<file path="config.mk">
export PLATFORM = sky130hd
export DESIGN_NAME = rx_word_align
export DESIGN_NICKNAME = d
export VERILOG_FILES = /design/src/rtl/rx_align_pkg.sv /design/src/rtl/rx_word_barrel_shift.sv /design/src/rtl/rx_word_align.sv
export SDC_FILE = /design/constraint.sdc
export NUM_CORES = 1
export LEC_CHECK = 0
export ABC_CLOCK_PERIOD_IN_PS = 5300
export CORE_ASPECT_RATIO = 0.6
export CORE_MARGIN = 5
export CORE_UTILIZATION = 50
export CTS_CLUSTER_DIAMETER = 50
export DETAILED_ROUTE_END_ITERATION = 12
export PLACE_DENSITY = 0.73
export SYNTH_ARGS = -nofsm -noshare
export SYNTH_HDL_FRONTEND = slang
export SYNTH_HIERARCHICAL = 1
export SYNTH_SLANG_ARGS = --single-unit
</file>
<file path="constraint.sdc">
create_clock -name SCLK -period 5.3 [get_ports SCLK]
set_clock_uncertainty 0.1 [all_clocks]
set_input_delay 1.06 -clock SCLK [delete_from_list [all_inputs] [get_ports SCLK]]
set_output_delay 1.06 -clock SCLK [all_outputs]
set_load 0.01 [all_outputs]
</file>
<file path="src/rtl/rx_align_pkg.sv">
// Shared state type, default lane constants and the rotation matcher for the RX word aligner.
package rx_align_pkg;

   localparam int               RX_DW    = 8;
   localparam logic [RX_DW-1:0] RX_TRAIN = 8'hB5;

   typedef enum logic [2:0] {
      IDLE,
      SEARCH,
      CONFIRM,
      LOCKED,
      FAIL
   } align_state_t;

   // Bit k is set when the word starting at bit k of the two-word window equals the pattern.
   function automatic logic [RX_DW-1:0] rot_match(input logic [2*RX_DW-1:0] window,
                                                  input logic [RX_DW-1:0]   pattern);
      logic [RX_DW-1:0] mv;
      for (int k = 0; k < RX_DW; k++)
         mv[k] = (window[k +: RX_DW] == pattern);
      return mv;
   endfunction

endpackage

</file>
<file path="src/rtl/rx_word_barrel_shift.sv">
// Two-word history window with a candidate mux selecting the word that starts at bit sel.
// One register stage; the window only advances on valid words.
module rx_word_barrel_shift
   import rx_align_pkg::*;
#(
   parameter int W = RX_DW
) (
   input  logic                 clk,
   input  logic                 rst,
   input  logic [W-1:0]         data,
   input  logic                 valid,
   input  logic [$clog2(W)-1:0] sel,
   output logic [2*W-1:0]       window,
   output logic [W-1:0]         cand
);

   always_ff @(posedge clk or posedge rst) begin
      if (rst)
         window <= '0;
      else if (valid)
         window <= {data, window[2*W-1:W]};
   end

   assign cand = window[sel +: W];

endmodule

</file>
<file path="src/rtl/rx_word_align.sv">
// Locks the word boundary on a repeating training pattern once bit alignment is done, then
// delivers aligned words two register stages behind the input; no backpressure, words only qualified while locked.
module rx_word_align
   import rx_align_pkg::*;
#(
   parameter int                    DATA_WIDTH    = RX_DW,
   parameter logic [DATA_WIDTH-1:0] TRAIN_PATTERN = RX_TRAIN,
   parameter int                    MATCH_CNT     = 16,
   parameter int                    TIMEOUT_WORDS = 1024,
   parameter int                    MAX_RETRY     = 3
) (
   input  logic                          SCLK,
   input  logic                          RESET,
   input  logic                          BIT_ALGN_DONE,
   input  logic                          BIT_ALGN_ERR,
   input  logic [DATA_WIDTH-1:0]         RX_DATA_IN,
   input  logic                          RX_DATA_VALID,
   input  logic                          WORD_ALGN_RSTRT,
   output logic [DATA_WIDTH-1:0]         RX_DATA_OUT,
   output logic                          RX_DATA_OUT_VALID,
   output logic                          WORD_ALGN_DONE,
   output logic                          WORD_ALGN_ERR,
   output logic [$clog2(DATA_WIDTH)-1:0] WORD_ALGN_OFFSET,
   output logic                          BIT_ALGN_RSTRT
);

   localparam int OW = $clog2(DATA_WIDTH);
   localparam int MW = $clog2(MATCH_CNT + 1);
   localparam int TW = $clog2(TIMEOUT_WORDS + 1);
   localparam int RW = $clog2(MAX_RETRY + 1);

   align_state_t            state, state_nxt;
   logic [OW-1:0]           offset, offset_nxt, lowest;
   logic [MW-1:0]           match_cnt, match_nxt;
   logic [TW-1:0]           to_cnt, to_nxt;
   logic [RW-1:0]           retry, retry_nxt;
   logic [1:0]              fill, fill_nxt;
   logic                    done_d, armed, start, abort, timeout;
   logic                    rstrt, rstrt_nxt, out_vld, out_vld_nxt;
   logic [2*DATA_WIDTH-1:0] window;
   logic [DATA_WIDTH-1:0]   cand, match_vec, data_out;

   rx_word_barrel_shift #(.W(DATA_WIDTH)) u_shift (
      .clk    (SCLK),
      .rst    (RESET),
      .data   (RX_DATA_IN),
      .valid  (RX_DATA_VALID),
      .sel    (offset),
      .window (window),
      .cand   (cand)
   );

   assign match_vec = rot_match(window, TRAIN_PATTERN);
   // armed stays low until DONE is seen low, so a level already high at reset release is ignored
   assign start     = BIT_ALGN_DONE && !done_d && armed && !BIT_ALGN_ERR;
   assign abort     = (state inside {SEARCH, CONFIRM, LOCKED}) && (!BIT_ALGN_DONE || BIT_ALGN_ERR);
   assign timeout   = RX_DATA_VALID && (to_cnt >= TW'(TIMEOUT_WORDS - 1));

   always_comb begin
      lowest = '0;
      for (int k = DATA_WIDTH - 1; k >= 0; k--)
         if (match_vec[k]) lowest = OW'(k);
   end

   always_comb begin
      state_nxt  = state;
      offset_nxt = offset;
      match_nxt  = match_cnt;
      to_nxt     = to_cnt;
      retry_nxt  = retry;
      fill_nxt   = fill;
      rstrt_nxt  = 1'b0;
      if (WORD_ALGN_RSTRT) begin
         state_nxt = IDLE;
         match_nxt = '0;
         to_nxt    = '0;
         retry_nxt = '0;
         fill_nxt  = '0;
      end else if (abort) begin
         state_nxt = IDLE;
         match_nxt = '0;
         fill_nxt  = '0;
      end else begin
         case (state)
            IDLE: begin
               if (start) begin
                  state_nxt = SEARCH;
                  match_nxt = '0;
                  to_nxt    = '0;
                  fill_nxt  = '0;
               end
            end
            SEARCH, CONFIRM: begin
               if (RX_DATA_VALID) begin
                  if (to_cnt != TW'(TIMEOUT_WORDS)) to_nxt = to_cnt + TW'(1);
                  if (timeout) begin
                     if (retry < RW'(MAX_RETRY)) begin
                        state_nxt = IDLE;
                        retry_nxt = retry + RW'(1);
                        rstrt_nxt = 1'b1;
                     end else begin
                        state_nxt = FAIL;
                     end
                  end else if (state == SEARCH) begin
                     // the window must hold two words received since entry before it is trusted
                     if (fill != 2'd2) begin
                        fill_nxt = fill + 2'd1;
                     end else if (|match_vec) begin
                        offset_nxt = lowest;
                        match_nxt  = MW'(1);
                        state_nxt  = CONFIRM;
                     end
                  end else if (match_vec[offset]) begin
                     if (match_cnt != MW'(MATCH_CNT)) match_nxt = match_cnt + MW'(1);
                     if (match_cnt >= MW'(MATCH_CNT - 1)) state_nxt = LOCKED;
                  end else begin
                     match_nxt = '0;
                     state_nxt = SEARCH;
                  end
               end
            end
            default: ;
         endcase
      end
   end

   assign out_vld_nxt = RX_DATA_VALID && (state == LOCKED) && (state_nxt == LOCKED);

   always_ff @(posedge SCLK or posedge RESET) begin
      if (RESET) begin
         state     <= IDLE;
         offset    <= '0;
         match_cnt <= '0;
         to_cnt    <= '0;
         retry     <= '0;
         fill      <= '0;
         done_d    <= 1'b0;
         armed     <= 1'b0;
         rstrt     <= 1'b0;
         out_vld   <= 1'b0;
         data_out  <= '0;
      end else begin
         state     <= state_nxt;
         offset    <= offset_nxt;
         match_cnt <= match_nxt;
         to_cnt    <= to_nxt;
         retry     <= retry_nxt;
         fill      <= fill_nxt;
         done_d    <= BIT_ALGN_DONE;
         armed     <= armed | ~BIT_ALGN_DONE;
         rstrt     <= rstrt_nxt;
         out_vld   <= out_vld_nxt;
         if (RX_DATA_VALID) data_out <= cand;
      end
   end

   assign RX_DATA_OUT       = data_out;
   assign RX_DATA_OUT_VALID = out_vld;
   assign WORD_ALGN_DONE    = (state == LOCKED);
   assign WORD_ALGN_ERR     = (state == FAIL);
   assign WORD_ALGN_OFFSET  = offset;
   assign BIT_ALGN_RSTRT    = rstrt;

endmodule

</file>
==> results by group <==
Run status
  – Status: completed

GRT
  – Vias in the first global route: 2744
  – Total GRT Usage: 19.5%
  – Gr ovfl total: 0
  – Antenna violations before repair: 0
  – First-pass GRT wire length: 14000 um
  – Pin count of the biggest net entering global routing: 39

Die
  – Die Ht: 75.3 um
  – # rows: 23
  – Core Region: 6790 um^2
  – Die X-Extent: 119 um
  – Initial Util: 52.4%
  – Io pins: 29
  – Die Area: 8960 um^2

Cells and area
  – Fraction of layout cells with a size suffix above 1: roughly 17%
  – ANT cells: 0
  – Design area: 4050 um^2
  – Fin nets: approximately 400
  – Most common cell after layout, fill and taps aside: dfrtp_1
  – Fill count: 567
  – Commonest non-fill, non-tap cells in the layout: 54 x dfrtp_1, 28 x nand2_1, 28 x mux2_2, 28 x clkdlybuf4s50_1, 25 x nor2_1
  – Area added between synthesis and finish: 13.7%

STA
  – Slew Viols, Final: 0
  – RSZ-0062 raised after global routing: false
  – Fin worst setup slack: 2.02 ns
  – Final setup viols: 0
  – Max Clk Rate: 305 MHz
  – Period utilisation layout: approximately three fifths
  – Post-route minimum period: 3.28 ns
  – Setup TNS: 0 ns
  – Slew Limit Headroom: 32.3%
  – Fin Hold WS: 0.371 ns
  – Final Hold Vio Count: 0
  – Worst-margin pin slew: 1.00 ns

Yosys
  – EDFF count, synth: 0
  – Synth warn: 6
  – Netlist cell types: 77
  – Seq/Total Area, Yosys: 38.0%
  – Gate Count Post-Synth: 351
  – FF+latch count, synth: 54
  – Avg Inst Size Synth: 10.1 um^2
  – Netlist Area Pre-Place: 3560 um^2
  – Syn nets: 372
  – Ranking of synthesized cells by area: dfrtp_1 38%, mux2_2 8.9%, mux2i_1 4.2%
  – Share of the synthesized area in the top cell type: between 30% and 40%
  – Synth area leader: dfrtp_1
  – Dominant register cell in the synthesized netlist: dfrtp_1
  – Fraction of registers with async set/reset: 100%

Pwr
  – Leak Pwr: between 1.5 and 2 nW
  – Pwr Total: 0.00102 W
  – Peak supply drop: 198 uV
  – PD cells: ~250 nW/um^2

Critical path
  – Crit start category: input pin
  – R2r endpoint: to_cnt[10]
  – Required @ worst endpoint: 5.37 ns
  – CP Data Arrival Time: 3.35 ns
  – FF-to-FF Start: to_cnt[5]
  – Worst Setup End Kind: register
  – Setup CP Type: in2reg
  – Reg2Reg Depth: 7
  – Reg2Reg Setup Slack: 2.49 ns
  – Crit-path max FO: 31

Clocking
  – Inserted Clock Buffers: 5
  – Clock Pin Slew Worst Setup and Hold Paths: 0.07 ns
  – Maximum buffer depth of the clock tree: 2
  – TritonCTS clock tree: yes
  – # resized after CTS: 0
  – Clk root buf: clkbuf_16
  – CTS H-tree lvls: 2
  – Clock Sink Count: between 50 and 60
  – CTS Hold Bufs: 0
  – Post-CTS setup buffer count: 0
  – Clk Latency, worst-skew pair: approximately 0.29 ns

Placement
  – PortBufs: 28
  – Routability cong.: 0.926
  – Detail Placement HPWL: 6050 um
  – Setup WS pre-CTS: about 1.7 ns
  – Dpl cell area: around 3900 um^2

Worst hold path
  – Worst hold endpoint: armed
  – Hold Startpoint: armed
  – Hold Path Class: reg2reg
  – Worst Hold Depth: 1

Job
  – Max Cap Viol: 0

Drt
  – Final wirelength: 8330 um
  – Residual DRC: 0
  – Iteration count of the initial detailed-routing pass: 5
  – 1st-iter DRT viols: 263
  – Vias per cell: 6.23
  – Total number of vias: roughly 2.9k
  – Drt wl/cell: between 15 and 20 um
  – Post-route ant nets: 0
[cell families after synthesis]
family	share of synthesized area (%)
AO/OA/AOI/OAI	16.9
multiplexers	17.0
AND/OR/NAND/NOR	20.3
buffers and inverters	4.32
adder cells (fa/ha/maj)	2.46
flip-flops	38.0
XOR/XNOR	1.02
[cell type report]
class | instances | area (um^2) | share of cell area (%)
multi-input combinational | 266 | 2050 | 50.8
sequential | 54 | 1350 | 33.4
timing repair buffer | 30 | 295 | 7.30
clock buffer | 6 | 139 | 3.43
tap | 87 | 109 | 2.69
inverter | 18 | 67.6 | 1.67
clock inverter | 1 | 30.0 | 0.742
[registers in the layout (all words and copies together) (netlist names)]
register,flops
retry,2
fill,2
done_d,1
WORD_ALGN_OFFSET,3
armed,1
match_cnt,5
to_cnt,11
BIT_ALGN_RSTRT,1
state,3
RX_DATA_OUT,8
u_shift/window,16
RX_DATA_OUT_VALID,1
[where the power goes]
| group | internal (W) | switching, W | total, W | leakage (nW) |
|---|---|---|---|---|
| sequential | 0.000439 | 0.0000417 | 0.000481 | 0.682 |
| clock | 0.000233 | 0.000141 | 0.000374 | 0.0829 |
| combinational | 0.0000897 | 0.0000749 | 0.000165 | 0.959 |
[synth_stat cells, types with 4 or more instances]
cell / n
mux2_4: 4
nand3_1: 6
nand2_1: 28
nor2_1: 25
nor2b_1: 5
inv_1: 18
dfrtp_1: 54
mux2i_1: 15
a31oi_1: 5
ha_1: 7
nor3_1: 8
mux2_2: 28
and3_1: 7
nand2b_1: 6
o21ai_0: 22
nor4_1: 6
a21oi_1: 10
clkbuf_1: 4
[metal layers]
layer | vias up | GRT usage (%) | part of all wire, % | wire length [um]
met4 | 0 | 3.85 | 0.67 | 56
met3 | 9 | 5.19 | 8.7 | 724
met2 | 131 | 27.7 | 40 | 3340
met1 | 1363 | 30.0 | 51 | 4210
met5 | - | 0 | 0 | 0
li1 | 1374 | - | - | -
[critical path: stages]
cell and delay, ns:
clkdlybuf4s50_1 0.46, buf_4 0.36, a211o_1 0.18, a41oi_1 0.42
or2_2 0.51, o41ai_1 0.35
[stage by stage]
step	std cells	utilization, %
6_report	462	59.6
5_1_grt	462	59.6
4_1_cts	462	59.6
3_5_place_dp	455	57.1
3_3_place_gp	455	57.1
2_1_floorplan	351	-
[worst max path at each step]
stage,startpoint,end,slack (ns),cells past startpoint
floorplan,BIT_ALGN_DONE,match_cnt[2],2.62,7
global placement,BIT_ALGN_DONE,match_cnt[4],1.85,8
detailed placement,RX_DATA_VALID,to_cnt[9],1.72,6
CTS,RX_DATA_VALID,to_cnt[9],2.01,6
global route,RX_DATA_VALID,to_cnt[4],1.91,7
finish,RX_DATA_VALID,to_cnt[9],2.02,6
Note: power is estimated with default switching activity, not from simulation.
